==> config.mk <==
export PLATFORM = sky130hd
export DESIGN_NAME = pixel_sync
export DESIGN_NICKNAME = d
export VERILOG_FILES = /design/src/rtl/pixel_sync_pkg.sv /design/src/rtl/pixel_sync_sync_edge.sv /design/src/rtl/pixel_sync.sv
export SDC_FILE = /design/constraint.sdc
export NUM_CORES = 1
export LEC_CHECK = 0
export CAP_MARGIN = 20
export CORE_MARGIN = 2
export CORE_UTILIZATION = 38
export CTS_BUF_LIST = sky130_fd_sc_hd__clkbuf_8
export CTS_CLUSTER_DIAMETER = 200
export CTS_CLUSTER_SIZE = 16
export DETAILED_ROUTE_END_ITERATION = 10
export MAX_ROUTING_LAYER = met4
export PLACE_DENSITY = 0.72
export SYNTH_ARGS = -nofsm -noshare
export SYNTH_HDL_FRONTEND = slang
export SYNTH_SLANG_ARGS = --single-unit
==> constraint.sdc <==
create_clock -name Clk -period 2.8 [get_ports Clk]
set_clock_uncertainty 0.2 [all_clocks]
set_input_delay 0.28 -clock Clk [delete_from_list [all_inputs] [get_ports Clk]]
set_output_delay 0.28 -clock Clk [all_outputs]
set_load 0.01 [all_outputs]
==> src/rtl/pixel_sync_pkg.sv <==
// Shared definitions for the camera pixel synchroniser: state encoding,
// pixel/coordinate width and the saturating counter helper.
package pixel_sync_pkg;

    localparam int PIX_W = 8;
    // One extra bit lets a counter reach 2**PIX_W and stick there as an overflow marker
    localparam int CNT_W = PIX_W + 1;

    typedef enum logic [1:0] {
        WAIT_SYNC  = 2'd0,
        WAIT_FRAME = 2'd1,
        IN_LINE    = 2'd2,
        LINE_GAP   = 2'd3
    } state_e;

    function automatic logic [CNT_W-1:0] sat_inc(input logic [CNT_W-1:0] v);
        return v[CNT_W-1] ? v : v + {{(CNT_W-1){1'b0}}, 1'b1};
    endfunction

endpackage

==> src/rtl/pixel_sync_sync_edge.sv <==
// Registers a sync level once and reports its rising/falling edges against
// the registered copy.
module sync_edge (
    input  logic Clk,
    input  logic nReset,
    input  logic level_i,
    output logic rise_o,
    output logic fall_o
);

    logic level_q;

    always_ff @(posedge Clk or negedge nReset) begin
        if (!nReset) begin
            level_q <= 1'b0;
        end else begin
            level_q <= level_i;
        end
    end

    assign rise_o = level_i & ~level_q;
    assign fall_o = ~level_i & level_q;

endmodule

==> src/rtl/pixel_sync.sv <==
// Camera frame/line tracker: emits registered pixel strobes with X/Y coordinates
// and deferred end-of-line strobes so that the last line of a frame carries Frame.
module pixel_sync
    import pixel_sync_pkg::*;
(
    input  logic             Clk,
    input  logic             nReset,
    input  logic             VSync,
    input  logic             HSync,
    input  logic             PixelValid,
    input  logic [PIX_W-1:0] PixelData,
    output logic             Pixel,
    output logic [PIX_W-1:0] PixelOut,
    output logic [PIX_W-1:0] X,
    output logic [PIX_W-1:0] Y,
    output logic             Line,
    output logic             Frame,
    output logic             Overflow
);

    logic vs_rise, vs_fall, hs_rise, hs_fall;

    sync_edge u_vs_edge (
        .Clk     (Clk),
        .nReset  (nReset),
        .level_i (VSync),
        .rise_o  (vs_rise),
        .fall_o  (vs_fall)
    );

    sync_edge u_hs_edge (
        .Clk     (Clk),
        .nReset  (nReset),
        .level_i (HSync),
        .rise_o  (hs_rise),
        .fall_o  (hs_fall)
    );

    state_e           state_q, state_d;
    logic             pending_q, pending_d;
    logic [CNT_W-1:0] col_q, col_d;
    logic [CNT_W-1:0] row_q, row_d;
    logic             pixel_q, pixel_d;
    logic             line_q, line_d;
    logic             frame_q, frame_d;
    logic             ovf_q, ovf_d;
    logic [PIX_W-1:0] pix_out_q, pix_out_d;
    logic [PIX_W-1:0] x_q, x_d;
    logic [PIX_W-1:0] y_q, y_d;

    always_ff @(posedge Clk or negedge nReset) begin
        if (!nReset) begin
            state_q   <= WAIT_SYNC;
            pending_q <= 1'b0;
            col_q     <= '0;
            row_q     <= '0;
            pixel_q   <= 1'b0;
            line_q    <= 1'b0;
            frame_q   <= 1'b0;
            ovf_q     <= 1'b0;
            pix_out_q <= '0;
            x_q       <= '0;
            y_q       <= '0;
        end else begin
            state_q   <= state_d;
            pending_q <= pending_d;
            col_q     <= col_d;
            row_q     <= row_d;
            pixel_q   <= pixel_d;
            line_q    <= line_d;
            frame_q   <= frame_d;
            ovf_q     <= ovf_d;
            pix_out_q <= pix_out_d;
            x_q       <= x_d;
            y_q       <= y_d;
        end
    end

    always_comb begin
        state_d   = state_q;
        pending_d = pending_q;
        col_d     = col_q;
        row_d     = row_q;
        pixel_d   = 1'b0;
        line_d    = 1'b0;
        frame_d   = 1'b0;
        ovf_d     = ovf_q;
        pix_out_d = pix_out_q;
        x_d       = x_q;
        y_d       = y_q;

        case (state_q)
            WAIT_SYNC: begin
                if (!VSync) begin
                    state_d = WAIT_FRAME;
                end
            end

            WAIT_FRAME: begin
                if (vs_rise) begin
                    state_d   = LINE_GAP;
                    row_d     = '0;
                    pending_d = 1'b0;
                end
            end

            LINE_GAP: begin
                // Frame end takes priority over a coincident line start
                if (vs_fall) begin
                    line_d    = pending_q;
                    frame_d   = pending_q;
                    pending_d = 1'b0;
                    state_d   = WAIT_FRAME;
                end else if (hs_rise) begin
                    state_d = IN_LINE;
                    col_d   = '0;
                    if (pending_q) begin
                        line_d    = 1'b1;
                        pending_d = 1'b0;
                        row_d     = sat_inc(row_q);
                    end
                end
            end

            IN_LINE: begin
                if (PixelValid && HSync) begin
                    if (col_q[PIX_W] || row_q[PIX_W]) begin
                        ovf_d = 1'b1;
                    end else begin
                        pixel_d   = 1'b1;
                        pix_out_d = PixelData;
                        x_d       = col_q[PIX_W-1:0];
                        y_d       = row_q[PIX_W-1:0];
                    end
                    col_d = sat_inc(col_q);
                end
                // The line's strobe is held back until we know whether it is the last one
                if (vs_fall) begin
                    line_d    = 1'b1;
                    frame_d   = 1'b1;
                    pending_d = 1'b0;
                    state_d   = WAIT_FRAME;
                end else if (hs_fall) begin
                    pending_d = 1'b1;
                    state_d   = LINE_GAP;
                end
            end

            default: state_d = WAIT_SYNC;
        endcase
    end

    assign Pixel    = pixel_q;
    assign PixelOut = pix_out_q;
    assign X        = x_q;
    assign Y        = y_q;
    assign Line     = line_q;
    assign Frame    = frame_q;
    assign Overflow = ovf_q;

endmodule

; Word level (Yosys, flattened, before mapping)
; Index checks and enable logic that the tools add are counted.
[op_classes]
n_mux = 34
n_mul = 0
eq_ne = 13
shift = 0
bitwise_logic = 9
n_addsub = 2
n_reduce_logical = 14
order_cmp = 0
div = 0
[op_table]
columns = cell, count
row1 = $mux W9, 9
row2 = $pmux W9 S2, 2
row3 = $add A9 B1 Y9 const B, 2
row4 = $ne A2 B2 Y1 const B, 7
row5 = $mux W1, 13
row6 = $mux W2, 6
row7 = $reduce_and A4 Y1, 3
row8 = $reduce_and A5 Y1, 2
row9 = $pmux W2 S4, 1
row10 = $ne A3 B2 Y1 const B, 2
row11 = $reduce_and A3 Y1, 2
row12 = $reduce_and A6 Y1, 1
row13 = $not A1 Y1, 5
row14 = $and A1 B1 Y1, 4
row15 = $eq A2 B2 Y1 const B, 2
row16 = $pmux W1 S2, 2
row17 = $reduce_bool A2 Y1, 2
row18 = $pmux W1 S3, 1
row19 = $reduce_bool A3 Y1, 1
row20 = $eq A2 B1 Y1 const B, 1
row21 = $logic_not A2 Y1, 1
row22 = $ne A2 B1 Y1 const B, 1
row23 = $logic_and A1 B1 Y1, 1
row24 = $logic_or A1 B1 Y1, 1
[word_totals]
mem_count = 0
in_bits = 13
register_bits = 51
mem_bits_rw = 0
elab_cells = 87
out_inout_bits = 28
latch_bits = 0
mem_bits_ro = 0

; Logic depth before layout (Yosys ltp)
[logic_depth]
word_depth = 6
depth_mapped = 7
ltp_nobuf = 4

; Modules after synthesis
; Synthesis repeated with hierarchy kept, for this count alone.
[unflattened]
hier_cells = 201
hier_area_um2 = 2252.2
[modules_own_cells]
columns = module, seq_area_each_um2, n_inst, cells_per_inst, area_per_inst_um2
row1 = pixel_sync, 1226.2, 1, 195, 2172.1
row2 = sync_edge, 25.0, 2, 3, 40.0

; Worst setup path before layout
; OpenSTA, ideal clock, no wires.
[synth_path]
path_type = register -> register
from = reg state_q[0]
to = reg pix_out_q[0], in the netlist PixelOut[0]
setup_slack_ns = 0.846
stages_incl_launch_ff = 8
arrival_time_ns = 1.628
period_less_slack_ns = 1.954
path_cell_list = dfrtp_1 buf_6 nor3b_4 and2_1 and2b_1 buf_6 buf_12 mux2_4
[synth_between]
elab_chain_len = 2
[synth_rtl]
columns = element, line
row1 = from (decl), pixel_sync.sv:39  ; state_e state_q, state_d;
row2 = from (signal assigned), pixel_sync.sv:65  ; state_q <= state_d;
row3 = $eq A2 B2 Y1, pixel_sync.sv:92  ; case (state_q)
row4 = $reduce_and A3 Y1 (no line), --
row5 = to (signal assigned), pixel_sync.sv:73  ; pix_out_q <= pix_out_d;
row6 = to (decl), pixel_sync.sv:47  ; logic [PIX_W-1:0] pix_out_q, pix_out_d;
; Every way passes these cells.
; A chain may end at the register's enable or synchronous reset.

; Worst setup path in the final report
[layout_path]
from = reg state_q[0]
to = reg x_q[4], in the netlist X[4]
[layout_between]
elab_chain_len = 2
[layout_rtl]
columns = element, line
row1 = $eq A2 B2 Y1, pixel_sync.sv:92
row2 = $reduce_and A3 Y1 (no line), --
row3 = to (signal assigned), pixel_sync.sv:62  ; x_q <= '0;
row4 = to (signal assigned), pixel_sync.sv:74  ; x_q <= x_d;
row5 = to (decl), pixel_sync.sv:48  ; logic [PIX_W-1:0] x_q, x_d;
; Every way passes these cells.

==> summary.md <==
Route
* Metal-1 WL: 2140 um
* number of detailed-routing iterations run before antenna repair: 4
* number of routed nets with antenna violations: 0
* wirelength, routed: 4300 um
* via-per-instance ratio: 4.99
* met2 layer wire length in the routed design: 1840 um
* uppermost routed layer: met4
* number of vias after detailed routing: 1521
* routed len/inst: 14.1 um
* routed length on met3: 244 um
* final routed DRC violation total: 0
* count of routing violations after the opening detailed-route iteration: 134

GRT
* antenna violations before repair: 0
* number of global-route vias before repair: 1519
* total overflow reported by the global router: 0
* Total GRT Usage: 14.4%
* largest net degree at the start of global routing: 29
* wire length of the first global-routing pass: 7220 um

Critical path
* Worst Setup Path Type: flop to flop
* startpoint of the lowest-slack register-to-register path: state_q[0]$_DFFE_PN0P_
* crit path capture type: flop
* longest individual stage delay on the worst path: 0.50 ns
* critical path data required time: 2.80 ns
* kind of launch point of the worst setup path: flop
* terminus of the critical flop-to-flop path: X[4]$_DFFE_PN0P_
* Reg2Reg Setup Slack: 0.67 ns
* Reg2Reg Depth: 5
* CP max stage cell: sky130_fd_sc_hd__dfrtp_1
* worst-path cell chain: nor3b_4, and2_1, and2b_1, buf_12, mux2_2
* data arrival time at the worst-slack endpoint: 2.13 ns
* Crit Path Max Fanout: 25

STA
* highest attainable clock frequency: 469 MHz
* crit share post-route: 76.1%
* sum of negative setup slack: 0 ns
* clock period minus final worst setup slack: 2.13 ns
* final count of pins violating max slew: 0
* slew at the pin with the worst max-slew slack: 0.432 ns
* number of failing hold endpoints at the final stage: 0
* RSZ-0062 raised after global routing: false
* Slew HR: 71.1%
* final-report setup violation count: 0

CTS
* clk buf depth: 2
* clock edge transition at the registers on the reported setup and hold paths: 0.09 ns
* Clk Tree Root Cell: sky130_fd_sc_hd__clkbuf_8
* Resized cells post-CTS: 0
* Clock H-tree levels: 2
* clk sinks: 51
* Worst-Skew Late Latency: 0.30 ns
* TritonCTS clock tree: built
* CTS Buf Count: 5

Layout
* share of layout cells above drive strength 1: 18.3%
* count of antenna diodes in the layout: 0
* Net count, final: 244
* P&R area growth vs syn: 25.8%
* final standard cell utilization of the core: 49.6%
* final instance count without filler cells: 305

Yosys
* instance count of the mapped netlist: 184
* adder and majority cell fraction of the synthesized area: 1.07%
* net count of the mapped netlist: 199
* Unique masters post-synth: 37
* Synth Warn #: 0
* compound-gate portion of the synthesized area: 6.75%
* post-synthesis average cell area: 12.7 um^2
* register bit total from synthesis: 51
* combinational family with the most area after synthesis: multiplexers
* xor/xnor share of the synthesized area: 1.50%
* sequential fraction of the synthesis area: 54.7%
* area fraction in and, or, nand and nor cells after synthesis: 15.6%
* mux cell area share after synthesis: 16.5%
* Post-Syn Area: 2330 um^2

Pwr
* PD cells: 582 nW/um^2
* switch share: 22.5%
* fraction of power consumed by the clock network: 35.0%
* sequential cell fraction of total power: 48.7%
* IR Drop Worst-Case VDD: 0.302 mV
* leakage power of the design: 0.00132 uW
* Internal Power: 1320 uW
* net switching power: 385 uW
* part of the total power dissipated in combinational logic: 16.3%

Die
* # rows: 28
* Die Ht: 82.4 um
* area of the die: 6790 um^2
* Initial Util: 39.4%
* Core Region: 5920 um^2
* DIE WIDTH: 82.4 um
* I/O pin total: 41

Placement
* Port Buf Inserts: 40
* GP Congestion: 0.868
* sum of net half-perimeters after detailed placement: 3090 um
* count of placed standard cells including taps: 296

Run status
* status: finished clean

Hold path
* HP Class: primary input to async pin

Run
* reported max-cap violation count: 0

[per-layer routing]
metal  vias up  global-route usage, %
met4         0                   5.00
met5         -                      -
li1        750                      -
met3         9                   4.46
met2        42                   20.3
met1       720                   19.6
[per-stage QoR]
stage | worst slack, ns | instance area (um^2) | power, uW | hold WS (ns)
2_1_floorplan | 0.846 | 2330 | 981 | -0.216
3_3_place_gp | 0.487 | 2790 | 1120 | 0.0945
3_5_place_dp | 0.477 | 2790 | 1130 | 0.102
4_1_cts | 0.652 | 2940 | 1730 | 0.296
5_1_grt | 0.495 | 2940 | 1800 | 0.317
6_report | 0.669 | 2940 | 1710 | 0.295
[cells in the final DEF (no fill, tap or decap), drive strengths merged, types with 4 or more instances in the layout]
cell type,count
a21oi,11
buf,5
clkbuf,5
clkdlybuf4s50,39
dfrtp,51
inv,4
mux2,27
nand2,12
nand3,4
nand4,6
nor2,10
o21ai,8
or3,5
xor2,4
[cells by family after synthesis]
logic type / count (synthesis)
flops: 51
compound gates: 27
mux: 28
simple gates: 61
buf+inv: 11
fa+ha+maj: 2
xor+xnor: 4
[synth_stat cells]
| cell | count | area [um^2] |
|---|---|---|
| sky130_fd_sc_hd__o31ai_1 | 1 | 7.51 |
| sky130_fd_sc_hd__o21ai_0 | 8 | 40.0 |
| sky130_fd_sc_hd__xor2_1 | 4 | 35.0 |
| sky130_fd_sc_hd__buf_2 | 2 | 10.0 |
| sky130_fd_sc_hd__nor2b_1 | 2 | 12.5 |
| sky130_fd_sc_hd__and4b_1 | 2 | 20.0 |
| sky130_fd_sc_hd__o21bai_1 | 1 | 7.51 |
| sky130_fd_sc_hd__mux2_2 | 8 | 90.1 |
| sky130_fd_sc_hd__a31o_2 | 1 | 8.76 |
| sky130_fd_sc_hd__o22ai_1 | 2 | 12.5 |
| sky130_fd_sc_hd__and4_1 | 3 | 26.3 |
| sky130_fd_sc_hd__and2_1 | 3 | 18.8 |
| sky130_fd_sc_hd__and3_1 | 3 | 18.8 |
| sky130_fd_sc_hd__nor3b_4 | 1 | 18.8 |
| sky130_fd_sc_hd__or4_1 | 1 | 7.51 |
| sky130_fd_sc_hd__nand2_1 | 12 | 45.0 |
| sky130_fd_sc_hd__a22o_1 | 3 | 26.3 |
| sky130_fd_sc_hd__nor2_1 | 10 | 37.5 |
| sky130_fd_sc_hd__and2b_1 | 1 | 7.51 |
| sky130_fd_sc_hd__clkbuf_1 | 1 | 3.75 |
| sky130_fd_sc_hd__nand4bb_1 | 1 | 11.3 |
| sky130_fd_sc_hd__ha_1 | 2 | 25.0 |
| sky130_fd_sc_hd__and3b_1 | 1 | 8.76 |
| sky130_fd_sc_hd__dfrtp_1 | 51 | 1280 |
| sky130_fd_sc_hd__a21oi_1 | 11 | 55.1 |
| sky130_fd_sc_hd__buf_12 | 2 | 40.0 |
| sky130_fd_sc_hd__nand4_1 | 6 | 37.5 |
| sky130_fd_sc_hd__nand2b_1 | 3 | 18.8 |
| sky130_fd_sc_hd__nor3b_1 | 1 | 7.51 |
| sky130_fd_sc_hd__buf_6 | 2 | 22.5 |
| sky130_fd_sc_hd__nand3b_1 | 1 | 7.51 |
| sky130_fd_sc_hd__or3_1 | 5 | 31.3 |
| sky130_fd_sc_hd__mux2_4 | 19 | 285 |
| sky130_fd_sc_hd__inv_1 | 4 | 15.0 |
| sky130_fd_sc_hd__nand3_1 | 4 | 20.0 |
| sky130_fd_sc_hd__nand4b_1 | 1 | 8.76 |
| sky130_fd_sc_hd__mux2i_1 | 1 | 10.0 |
[power by group through the flow]
stage | clock, uW | combinational, uW | sequential, uW
floorplan | 0 | 117 | 863
global placement | 0 | 277 | 844
detailed placement | 0 | 281 | 846
CTS | 618 | 284 | 832
global route | 649 | 307 | 840
finish | 598 | 279 | 831
[critical path, delay by kind of cell, from the launching register on]
| kind | cells | cell delay (ns) |
|---|---|---|
| and+or+nand+nor | 3 | 0.74 |
| muxes | 1 | 0.36 |
| buffers and inverters | 1 | 0.22 |
| DFF | 1 | 0.50 |
[sequential cells by signal (all words and copies together) (netlist names), 2 cells and up]
register,flops
Y,8
state_q,2
X,8
PixelOut,8
col_q,9
row_q,9
[timing repair]
item,CTS,global route
setup buffers,0,0
endpoints found under the hold margin,51,0
hold buffers,1,0
[how the worst max path moves through the flow]
stage | startpoint | end | slack, ns | cells past startpoint
after floorplan | state_q[0]$_DFFE_PN0P_ | PixelOut[0]$_DFFE_PN0P_ | 0.85 | 7
after global placement | HSync | X[0]$_DFFE_PN0P_ | 0.49 | 6
after detailed placement | HSync | X[4]$_DFFE_PN0P_ | 0.48 | 6
after CTS | state_q[0]$_DFFE_PN0P_ | X[4]$_DFFE_PN0P_ | 0.65 | 5
after global routing | state_q[0]$_DFFE_PN0P_ | X[1]$_DFFE_PN0P_ | 0.49 | 5
final | state_q[0]$_DFFE_PN0P_ | X[4]$_DFFE_PN0P_ | 0.67 | 5
[layout make-up]
type | instances | area [um^2]
Fill cell | 513 | 2980
Sequential cell | 51 | 1280
Clock inverter | 3 | 67.6
Timing Repair Buffer | 45 | 448
Multi-Input combinational cell | 122 | 967
Inverter | 4 | 15.0
Tap cell | 75 | 93.8
Clock buffer | 5 | 68.8
(Power assumes the default switching activity.)
